[config.mk]
export PLATFORM = sky130hd
export DESIGN_NAME = alarm_responder_flat
export DESIGN_NICKNAME = d
export VERILOG_FILES = /design/src/rtl/alarm_pkg.sv /design/src/rtl/alarm_responder_if.sv /design/src/rtl/alarm_responder_edge_detect.sv /design/src/rtl/alarm_responder.sv /design/src/flat_wrapper.sv
export SDC_FILE = /design/constraint.sdc
export NUM_CORES = 1
export LEC_CHECK = 0
export CAP_MARGIN = 10
export CORE_ASPECT_RATIO = 0.5
export CORE_MARGIN = 4
export CORE_UTILIZATION = 57
export DETAILED_ROUTE_END_ITERATION = 12
export PLACE_DENSITY_LB_ADDON = 0.08
export RECOVER_POWER = 25
export SYNTH_ARGS = -nofsm -noshare
export SYNTH_HDL_FRONTEND = slang
export SYNTH_SLANG_ARGS = --single-unit
[constraint.sdc]
create_clock -name clk -period 2.65 [get_ports clk]
set_input_delay 0.53 -clock clk [delete_from_list [all_inputs] [get_ports clk]]
set_output_delay 0.53 -clock clk [all_outputs]
set_load 0.1 [all_outputs]
[src/rtl/alarm_pkg.sv]
// Shared types and default parameters for the alarm responder.
package alarm_pkg;

  typedef enum logic [1:0] {
    ST_IDLE    = 2'd0,
    ST_RINGING = 2'd1,
    ST_SNOOZE  = 2'd2
  } alarm_state_e;

  localparam int unsigned DEF_SNOOZE_SECONDS = 8;
  localparam int unsigned DEF_RING_TIMEOUT   = 30;
  localparam int unsigned DEF_MAX_SNOOZE     = 3;

endpackage

[src/rtl/alarm_responder_if.sv]
// Control inputs and status outputs of the alarm responder.
// The master side drives the controls, the slave side is the responder.
interface alarm_responder_if;

  logic       ena;
  logic       alarm;
  logic       sec_tick;
  logic       snooze_btn;
  logic       dismiss_btn;
  logic       buzzer;
  logic       ringing;
  logic       snoozing;
  logic [1:0] snooze_cnt;
  logic       timeout;

  modport master (
    output ena, alarm, sec_tick, snooze_btn, dismiss_btn,
    input  buzzer, ringing, snoozing, snooze_cnt, timeout
  );

  modport slave (
    input  ena, alarm, sec_tick, snooze_btn, dismiss_btn,
    output buzzer, ringing, snoozing, snooze_cnt, timeout
  );

endinterface

[src/rtl/alarm_responder_edge_detect.sv]
// Rising-edge detector against a registered copy of the input.
// The copy only updates while ena is high, so a frozen block sees no edges.
module edge_detect (
  input  logic clk,
  input  logic rst_n,
  input  logic ena,
  input  logic d,
  output logic rise
);

  logic d_q;

  // Registered copy of the input level, held while disabled.
  always_ff @(posedge clk or negedge rst_n) begin
    if (!rst_n) begin
      d_q <= 1'b0;
    end else if (ena) begin
      d_q <= d;
    end
  end

  assign rise = ena & d & ~d_q;

endmodule

[src/rtl/alarm_responder.sv]
// Alarm responder: rings on an alarm edge, supports limited snoozes,
// dismiss, and an auto-stop timeout after unanswered ringing.
// Optional macro ALARM_RESPONDER_BEEP_EN makes the buzzer toggle on each
// second while ringing; without it the buzzer is steady during ringing.
module alarm_responder
  import alarm_pkg::*;
#(
  parameter int unsigned SNOOZE_SECONDS = DEF_SNOOZE_SECONDS,
  parameter int unsigned RING_TIMEOUT   = DEF_RING_TIMEOUT,
  parameter int unsigned MAX_SNOOZE     = DEF_MAX_SNOOZE
) (
  input logic              clk,
  input logic              rst_n,
  alarm_responder_if.slave bus
);

  localparam logic [7:0] SNOOZE_LOAD = 8'(SNOOZE_SECONDS);
  localparam logic [7:0] RING_LIMIT  = 8'(RING_TIMEOUT);
  localparam logic [1:0] SNOOZE_CAP  = 2'(MAX_SNOOZE);

  logic alarm_rise;
  logic snooze_rise;
  logic dismiss_rise;

  edge_detect u_alarm_edge (
    .clk  (clk),
    .rst_n(rst_n),
    .ena  (bus.ena),
    .d    (bus.alarm),
    .rise (alarm_rise)
  );

  edge_detect u_snooze_edge (
    .clk  (clk),
    .rst_n(rst_n),
    .ena  (bus.ena),
    .d    (bus.snooze_btn),
    .rise (snooze_rise)
  );

  edge_detect u_dismiss_edge (
    .clk  (clk),
    .rst_n(rst_n),
    .ena  (bus.ena),
    .d    (bus.dismiss_btn),
    .rise (dismiss_rise)
  );

  alarm_state_e state;
  logic [7:0]   ring_cnt;
  logic [7:0]   snz_timer;
  logic [1:0]   snooze_cnt_q;
  logic         buzzer_q;
  logic         ringing_q;
  logic         snoozing_q;
  logic         timeout_q;
  logic [7:0]   ring_cnt_inc;

  assign ring_cnt_inc = ring_cnt + 8'd1;

  // State machine with all outputs registered alongside the state.
  // NOTE: non-blocking assignments keep every register reading the
  // pre-edge values, so the case arms below are order-independent.
  always_ff @(posedge clk or negedge rst_n) begin
    // NOTE: the asynchronous reset clears every state register here so
    // an aborted event leaves no residue and no timeout pulse.
    if (!rst_n) begin
      state        <= ST_IDLE;
      ring_cnt     <= 8'd0;
      snz_timer    <= 8'd0;
      snooze_cnt_q <= 2'd0;
      buzzer_q     <= 1'b0;
      ringing_q    <= 1'b0;
      snoozing_q   <= 1'b0;
      timeout_q    <= 1'b0;
    end else if (bus.ena) begin
      timeout_q <= 1'b0;
      case (state)
        ST_IDLE: begin
          if (alarm_rise) begin
            state        <= ST_RINGING;
            ring_cnt     <= 8'd0;
            snooze_cnt_q <= 2'd0;
            buzzer_q     <= 1'b1;
            ringing_q    <= 1'b1;
          end
        end

        ST_RINGING: begin
          if (dismiss_rise) begin
            state     <= ST_IDLE;
            buzzer_q  <= 1'b0;
            ringing_q <= 1'b0;
          end else if (snooze_rise && (snooze_cnt_q < SNOOZE_CAP)) begin
            state        <= ST_SNOOZE;
            snz_timer    <= SNOOZE_LOAD;
            snooze_cnt_q <= snooze_cnt_q + 2'd1;
            buzzer_q     <= 1'b0;
            ringing_q    <= 1'b0;
            snoozing_q   <= 1'b1;
          end else if (bus.sec_tick) begin
            ring_cnt <= ring_cnt_inc;
            if (ring_cnt_inc == RING_LIMIT) begin
              state     <= ST_IDLE;
              timeout_q <= 1'b1;
              buzzer_q  <= 1'b0;
              ringing_q <= 1'b0;
            end else begin
`ifdef ALARM_RESPONDER_BEEP_EN
              buzzer_q <= ~buzzer_q;
`endif
            end
          end
        end

        ST_SNOOZE: begin
          if (dismiss_rise) begin
            state      <= ST_IDLE;
            snoozing_q <= 1'b0;
          end else if (bus.sec_tick) begin
            if (snz_timer == 8'd1) begin
              state      <= ST_RINGING;
              ring_cnt   <= 8'd0;
              snz_timer  <= 8'd0;
              buzzer_q   <= 1'b1;
              ringing_q  <= 1'b1;
              snoozing_q <= 1'b0;
            end else begin
              snz_timer <= snz_timer - 8'd1;
            end
          end
        end

        default: begin
          state      <= ST_IDLE;
          buzzer_q   <= 1'b0;
          ringing_q  <= 1'b0;
          snoozing_q <= 1'b0;
        end
      endcase
    end
  end

  assign bus.buzzer     = buzzer_q;
  assign bus.ringing    = ringing_q;
  assign bus.snoozing   = snoozing_q;
  assign bus.snooze_cnt = snooze_cnt_q;
  assign bus.timeout    = timeout_q;

endmodule

[src/flat_wrapper.sv]
// flat-port wrapper written by rule: the top's interface ports become plain ports
module alarm_responder_flat import alarm_pkg::*;
#(
  parameter int unsigned SNOOZE_SECONDS = DEF_SNOOZE_SECONDS,
  parameter int unsigned RING_TIMEOUT   = DEF_RING_TIMEOUT,
  parameter int unsigned MAX_SNOOZE     = DEF_MAX_SNOOZE
)
  (clk, rst_n, bus_ena, bus_alarm, bus_sec_tick, bus_snooze_btn, bus_dismiss_btn, bus_buzzer, bus_ringing, bus_snoozing, bus_snooze_cnt, bus_timeout);
  alarm_responder_if bus_i ();
  input logic clk;
  input logic rst_n;
  input wire logic [$bits(bus_i.ena)-1:0] bus_ena;
  input wire logic [$bits(bus_i.alarm)-1:0] bus_alarm;
  input wire logic [$bits(bus_i.sec_tick)-1:0] bus_sec_tick;
  input wire logic [$bits(bus_i.snooze_btn)-1:0] bus_snooze_btn;
  input wire logic [$bits(bus_i.dismiss_btn)-1:0] bus_dismiss_btn;
  output wire logic [$bits(bus_i.buzzer)-1:0] bus_buzzer;
  output wire logic [$bits(bus_i.ringing)-1:0] bus_ringing;
  output wire logic [$bits(bus_i.snoozing)-1:0] bus_snoozing;
  output wire logic [$bits(bus_i.snooze_cnt)-1:0] bus_snooze_cnt;
  output wire logic [$bits(bus_i.timeout)-1:0] bus_timeout;
  assign bus_i.ena = bus_ena;
  assign bus_i.alarm = bus_alarm;
  assign bus_i.sec_tick = bus_sec_tick;
  assign bus_i.snooze_btn = bus_snooze_btn;
  assign bus_i.dismiss_btn = bus_dismiss_btn;
  assign bus_buzzer = bus_i.buzzer;
  assign bus_ringing = bus_i.ringing;
  assign bus_snoozing = bus_i.snoozing;
  assign bus_snooze_cnt = bus_i.snooze_cnt;
  assign bus_timeout = bus_i.timeout;
  alarm_responder #(.SNOOZE_SECONDS(SNOOZE_SECONDS), .RING_TIMEOUT(RING_TIMEOUT), .MAX_SNOOZE(MAX_SNOOZE)) u_core (.clk(clk), .rst_n(rst_n), .bus(bus_i));
endmodule
==> metrics.yaml, run 1 <==
die:
  rows: 13
  core-area_sq_um: 2620
  start_util_pct: 60.2
  dieHeight_um: 45.2
  die_w_um: 82.4
  die_area_sq_um: 3720
  num_io_pins: 13
timing:
  tightest_slew_ps: 1420
  setup-tns-final_ps: 0
  slew_viol_final: 0
  timing.fmax_mhz: 473
  max_slew_margin_pct: 5.30
  min_period_over_period_pct: 79.8
  worst_slack_ps: 535
  setup_violations: 0
  hold_violations: 0
  min_period_ps: 2110
  skew_ps: 4.72
  rsz0062_at_grt: "false"
hold_path:
  worstHoldStart: "u_core.snz_timer[7]"
  whs_path_depth: 1
  hold_end: "u_core.snz_timer[7]"
  min_path_type: "flop to flop"
setup_path:
  worstPathRequired_ps: 2820
  crit_type: "primary input to flop"
  crit_buf_inv: 1
  cp_data_arrival_time_ps: 2280
  ff2ff_setup_slack_ps: 560
  max_stage_delay_ps: 500
  cp_slowest_cell: "clkdlybuf4s50_1"
  cp_cell_sequence: "clkdlybuf4s50_1, nand3b_1, mux2_2, o2111ai_4, mux2_2"
  cp-end-kind: "flop"
  reg2reg_depth: 6
  start_kind: "primary input"
  cpMostUsedCell: "mux2_2"
  critical-path-top-delay-family: "multiplexers"
  cp_max_fo: 8
  regToRegStartpoint: "u_core.bus.snooze_cnt[0]"
  r2r_end: "u_core.state[0]"
clock_network:
  numCtsBuffers: 3
  htree_levels: 1
  ctsLongestPathBuffers: 2
  clkLatencyLatePin_ps: 270
  path_clk_slew_ps: 90
  cts_setup_buffers: 0
  cts_resized: 0
  cts_hold_buf: 0
  cts_root_buf: "clkbuf_8"
  cts_sinks: 26
  cts_tree: "done"
route:
  wirelength_mm: 3.23
  drtIter0Drc: 91
  ant_nets: 0
  dr_total_vias: 1317
  firstDrtPassIters: 4
  vias_per_cell: 6.01
  route.detailed.drc: 0
  routedWlPerCell_um: 14.7
global_route:
  grt_max_degree: 27
  antenna_found_initial: 0
  overflow: 0
  grt_pass1_wl_mm: 5.50
  grt_pass1_vias: 1214
  grt_util_all_layers_pct: 19.5
placement:
  hpwl_mm: 2.36
  portBuffers: 12
  pre_cts_slack_ps: 246
  routabilityCongestion: 0.851
synthesis:
  synth_top_cell_area_share_pct: 41.3
  synth_nets: 180
  synth_flop_cell: "dfrtp_1"
  synthTopCellsByArea: "dfrtp_1 (41%), o21ai_0 (4.1%), nand2_1 (4.0%), ha_1 (4.0%), mux2_2 (3.6%)"
  netlist_instances: 168
  ys_seq_elements: 26
  yosysUniqueCellTypes: 47
  yosysWarnings: 0
  async_flop_share_pct: 100
  seq_area_frac_synth_pct: 41.3
  synth-edff-count: 0
  synth_top_cell_by_area: "dfrtp_1"
  avgSynthCellArea_sq_um: 9.38
  synth_area_sq_um: 1580
layout:
  drive_gt1_share_pct: 14.8
  synthToLayoutAreaGrowth_pct: 12.9
  nets: 195
  nFillCells: 201
  antenna_cells: 0
  final_common_cell: "dfrtp_1"
  layout_common_cells: "dfrtp_1 (26), nand2_1 (17), o21ai_0 (13)"
power_and_ir_drop:
  switching_share_pct: 48.7
  p_total_uw: 2090
  p_comb_share_pct: 52.2
  power_frac_seq_pct: 35.4
  power_density_nw_per_um2: 1170
  p_leak_uw: 0.000746
  power_switching_uw: 1010
  clock_power_share_pct: 12.4
  p_int_uw: 1070
  vdd_ir_drop_max_uv: 509
status:
  status: "finished, final reports clean"
flow_run:
  maxCapViolCount: 0
worst max-delay path by stage:
stage	from	end	slack [ps]	cells after the start
3_3_place_gp	bus_ena	u_core.state[0]	280	6
6_report	bus_ena	u_core.ring_cnt[1]	540	5
2_1_floorplan	u_core.bus.snooze_cnt[0]	u_core.state[0]	220	6
3_5_place_dp	bus_ena	u_core.ring_cnt[1]	250	5
5_1_grt	rst_n	u_core.snz_timer[2]	410	2
4_1_cts	bus_ena	u_core.ring_cnt[1]	540	5
worst register-to-register path: cells and delay by family (launching register included):
kind | cells | cell delay [ps]
AND/OR/NAND/NOR | 2 | 600
multiplexers | 1 | 320
AO/OA/AOI/OAI | 2 | 380
flip-flops | 1 | 440
adder cells (fa/ha/maj) | 1 | 240
power by group through the flow:
stage / logic, uW / clock network [uW] / registers [uW]
6_report: 1090 / 259 / 738
5_1_grt: 1180 / 287 / 764
4_1_cts: 1090 / 268 / 734
3_5_place_dp: 1090 / 0 / 739
3_3_place_gp: 1060 / 0 / 731
2_1_floorplan: 706 / 0 / 880
registers in the layout (all words and copies together), names as in the netlist:
register	cells
u_core.bus.snoozing	1
u_core.ring_cnt	8
u_core.bus.buzzer	1
u_core.u_snooze_edge.d_q	1
u_core.u_dismiss_edge.d_q	1
u_core.bus.timeout	1
u_core.state	2
u_core.snz_timer	8
u_core.bus.snooze_cnt	2
u_core.u_alarm_edge.d_q	1
layout make-up:
type	instances	area, sq um	share of cell area (%)
Multi-Input combinational cell	126	860	48.3
Sequential cell	26	651	36.5
Timing Repair Buffer	16	131	7.38
Clock buffer	4	55.1	3.09
Tap cell	37	46.3	2.60
Inverter	10	37.5	2.11
kinds of logic after synthesis:
| family | Yosys count | synth area share [%] |
|---|---|---|
| AO/OA/AOI/OAI | 53 | 24.3 |
| XOR/XNOR | 2 | 1.11 |
| adder cells (fa/ha/maj) | 5 | 3.97 |
| buffers and inverters | 16 | 4.21 |
| flip-flops | 26 | 41.3 |
| multiplexers | 6 | 4.52 |
| AND/OR/NAND/NOR | 60 | 20.6 |
per-layer routing:
| metal | GRT usage (%) | wire (um) | vias up | share of wire (%) |
|---|---|---|---|---|
| met1 | 26.2 | 1640 | 631 | 51 |
| met2 | 32.3 | 1430 | 32 | 44 |
| met3 | 5.38 | 143 | 4 | 4.4 |
| li1 | - | - | 650 | - |
| met4 | 2.98 | 15 | 0 | 0.46 |
| met5 | 0 | 0 | - | 0 |
stage by stage:
step           hold WS, ps  util (%)  instance area [sq um]  std cells
2_1_floorplan          234         -                   1580        168
3_3_place_gp           466      66.0                   1730        215
6_report               494      68.0                   1780        219
5_1_grt                530      68.0                   1780        219
3_5_place_dp           473      66.0                   1730        215
4_1_cts                488      68.1                   1780        219
cell usage after synthesis (all sizes together), types with 2 or more instances:
master and n:
ha 5, o21ai 19, nand2 17, nand4b 2, nor2b 3, inv 10
o31ai 5, a22o 4, nand3 6, nand4 4, a21oi 7, dfrtp 26
nor3 3, mux2 6, buf 3, or2 3, nor2 8, nor4 2
o22ai 3, o21a 2, or3 3, a21boi 2, clkbuf 3, nand2b 4
nand3b 2, xnor2 2
No activity file was read; power rests on OpenSTA's default activity.
==> inputs of run 2 (changes only) <==
--- a/config.mk
+++ b/config.mk
@@ -8,7 +8,7 @@
 export CAP_MARGIN = 10
 export CORE_ASPECT_RATIO = 0.5
 export CORE_MARGIN = 4
-export CORE_UTILIZATION = 57
+export CORE_UTILIZATION = 51
 export DETAILED_ROUTE_END_ITERATION = 12
 export PLACE_DENSITY_LB_ADDON = 0.08
 export RECOVER_POWER = 25
==> constraint.sdc (replaced) <==
create_clock -name clk -period 1.8 [get_ports clk]
set_input_delay 0.36 -clock clk [delete_from_list [all_inputs] [get_ports clk]]
set_output_delay 0.36 -clock clk [all_outputs]
set_load 0.1 [all_outputs]
==> run 2 against run 1 <==
  * The run now ends with setup timing left
  * Utilization is 16 points higher
  * Flip-flop and latch count did not move
  * Total power grew 92%
  * Sequential power increased by 50%
  * Die area is 10% higher
  * Worst hold slack better by 33 ps
  * Global-route usage grew 2.8 points
  * Worst setup slack worse by 710 ps
  * Count of clock-buffer cells in the layout stayed put
==> metrics.yaml, run 2 (synthesis results as in run 1) <==
setup_path:
  cp_max_fo: 5  # -3
  regToRegStartpoint: "u_core.bus.snooze_cnt[1]"
  cp-end-kind: "flop"
  cp-startpoint: "u_core.bus.snooze_cnt[1]"
  reg2reg_depth: 6  # unchanged
  r2r_end: "u_core.ring_cnt[6]"
  cp_data_arrival_time_ps: 2150  # -130 ps
  worstPathRequired_ps: 1970  # -850 ps
  ff2ff_setup_slack_ps: -170  # -730 ps
  crit_type: "flop to flop"
  start_kind: "flop"
global_route:
  grt_pass1_vias: 1506  # +24%
  grt_max_degree: 27  # unchanged
  overflow: 0  # unchanged
  antenna_found_initial: 0  # unchanged
  grt_util_all_layers_pct: 22.3  # +2.8 points
  grt_pass1_wl_mm: 6.97  # +27%
clock_network:
  cts_hold_buf: 0  # unchanged
  htree_levels: 1  # unchanged
  cts_tree: "done"
  path_clk_slew_ps: 90  # about the same
  cts_root_buf: "clkbuf_8"
  numCtsBuffers: 3  # unchanged
  clkLatencyLatePin_ps: 280  # about the same
  ctsLongestPathBuffers: 2  # unchanged
  cts_sinks: 26  # unchanged
die:
  num_io_pins: 13  # unchanged
  start_util_pct: 57.0  # -3.2 points
  die_w_um: 86.6  # +5.2%
  dieHeight_um: 47.3  # +4.7%
  core-area_sq_um: 2770  # +5.6%
  rows: 13  # unchanged
  die_area_sq_um: 4100  # +10%
placement:
  hpwl_mm: 3.00  # +28%
  portBuffers: 12  # unchanged
  routabilityCongestion: 0.886  # +4.1%
  place_area_sq_um: 2140  # +24%
power_and_ir_drop:
  power_density_nw_per_um2: 1710  # +46%
  vdd_ir_drop_max_uv: 1030  # +100%
  p_leak_uw: 0.00102  # +37%
route:
  wirelength_mm: 5.08  # +57%
  routedWlPerCell_um: 19.3  # +31%
  drtIter0Drc: 168  # +85%
  firstDrtPassIters: 5  # +1
  dr_total_vias: 1624  # +23%
  vias_per_cell: 6.17  # +2.7%
  route.detailed.drc: 0  # unchanged
  ant_nets: 0  # unchanged
timing:
  max_slew_margin_pct: 52.4  # +47 points
  setup-tns-final_ps: -1300  # -1300 ps
  hold_violations: 0  # unchanged
  setup_violations: 15  # +15
  whs_ps: 527  # +32.7 ps
  skew_ps: 2.01  # -2.70 ps
  worst_slack_ps: -174  # -710 ps
  rsz0062_at_grt: "true"
  timing.fmax_mhz: 507
  slew_viol_final: 0  # unchanged
  tightest_slew_ps: 714  # -707 ps
  min_period_over_period_pct: 110
  min_period_ps: 1970
layout:
  nFillCells: 151  # -25%
  utilization_pct: 84.3  # +16 points
  final_common_cell: "buf_4"
  layout_common_cells: "buf_4 (44), dfrtp_1 (24), nand2_1 (17)"
  final_area_sq_um: 2330  # +31%
  seq_area_sq_um: 658  # +1.2%
  top_regs: "u_core.ring_cnt x8, u_core.snz_timer x8"
  antenna_cells: 0  # unchanged
  nets: 239  # +23%
  multi_input_area_sq_um: 983  # +14%
  synthToLayoutAreaGrowth_pct: 47.9
  drive_gt1_share_pct: 39.4  # +25 points
hold_path:
  whs_path_depth: 1  # unchanged
  hold_end: "u_core.snz_timer[7]"
  worstHoldStart: "u_core.snz_timer[7]"
  min_path_type: "flop to flop"
flow_run:
  maxCapViolCount: 0  # unchanged
status:
  failed_checks: "setup timing"
  status: "finished with violations"
## run 2: cell count changes in the layout (fill, tap and decap cells not counted), moves of 3 or more
cell | before | now
buf_6 | 0 | 3
buf_12 | 0 | 6
o21ai_0 | 13 | 9
buf_4 | 9 | 44
## run 2: how the worst max path moves through the flow
| stage | endpoint | depth (start not counted) |
|---|---|---|
| floorplan | u_core.state[0] | 6 |
| global route | u_core.state[0] | 6 |
| CTS | u_core.state[0] | 6 |
| detailed placement | u_core.state[0] | 7 |
| finish | u_core.ring_cnt[6] | 6 |
| global placement | u_core.state[0] | 7 |
## run 2: per-stage QoR
step                power (uW)  worst slack (ps)  std cells
global route              4180              -221        263
CTS                       3770              -120        260
detailed placement        3350              -402        253
finish                    4000              -174        263
floorplan                 2420              -245        168
global placement          3280              -350        253
## run 2: area by class of cell
cell class | count | area share, %
clock buffers | 4 | 2.36
inverters | 10 | 1.61
multi-input cells | 126 | 42.2
flip-flops and latches | 26 | 28.2
well taps | 37 | 1.98
repair buffers | 60 | 23.7
## run 2: worst max-delay path: stages, from the launching register on
cell       delay, ps
dfrtp_4          510
ha_4             180
nand4bb_4        230
a21boi_0         320
o22ai_2          140
o2111ai_4        120
mux2_2           360
## run 2: repair_timing
action | CTS | global route
setup endpoints to repair | 7 | 22
setup buffers | 3 | 3
pin swaps | 4 | 9
resized for setup | 2 | 19
## run 2: where the power goes
group / internal, uW / total [uW] / switching, uW / leakage, uW
Combinational: 1160 / 2500 / 1340 / 0.000663
Clock: 196 / 394 / 198 / 0.0000288
Sequential: 803 / 1110 / 303 / 0.000328
## run 2: layer usage
layer	track usage, %	part of all wire, %	up-vias
met2	43.9	50	81
met3	5.60	6.9	23
li1	-	-	736
met1	25.2	39	784
met5	0	0	-
met4	4.97	3.6	0
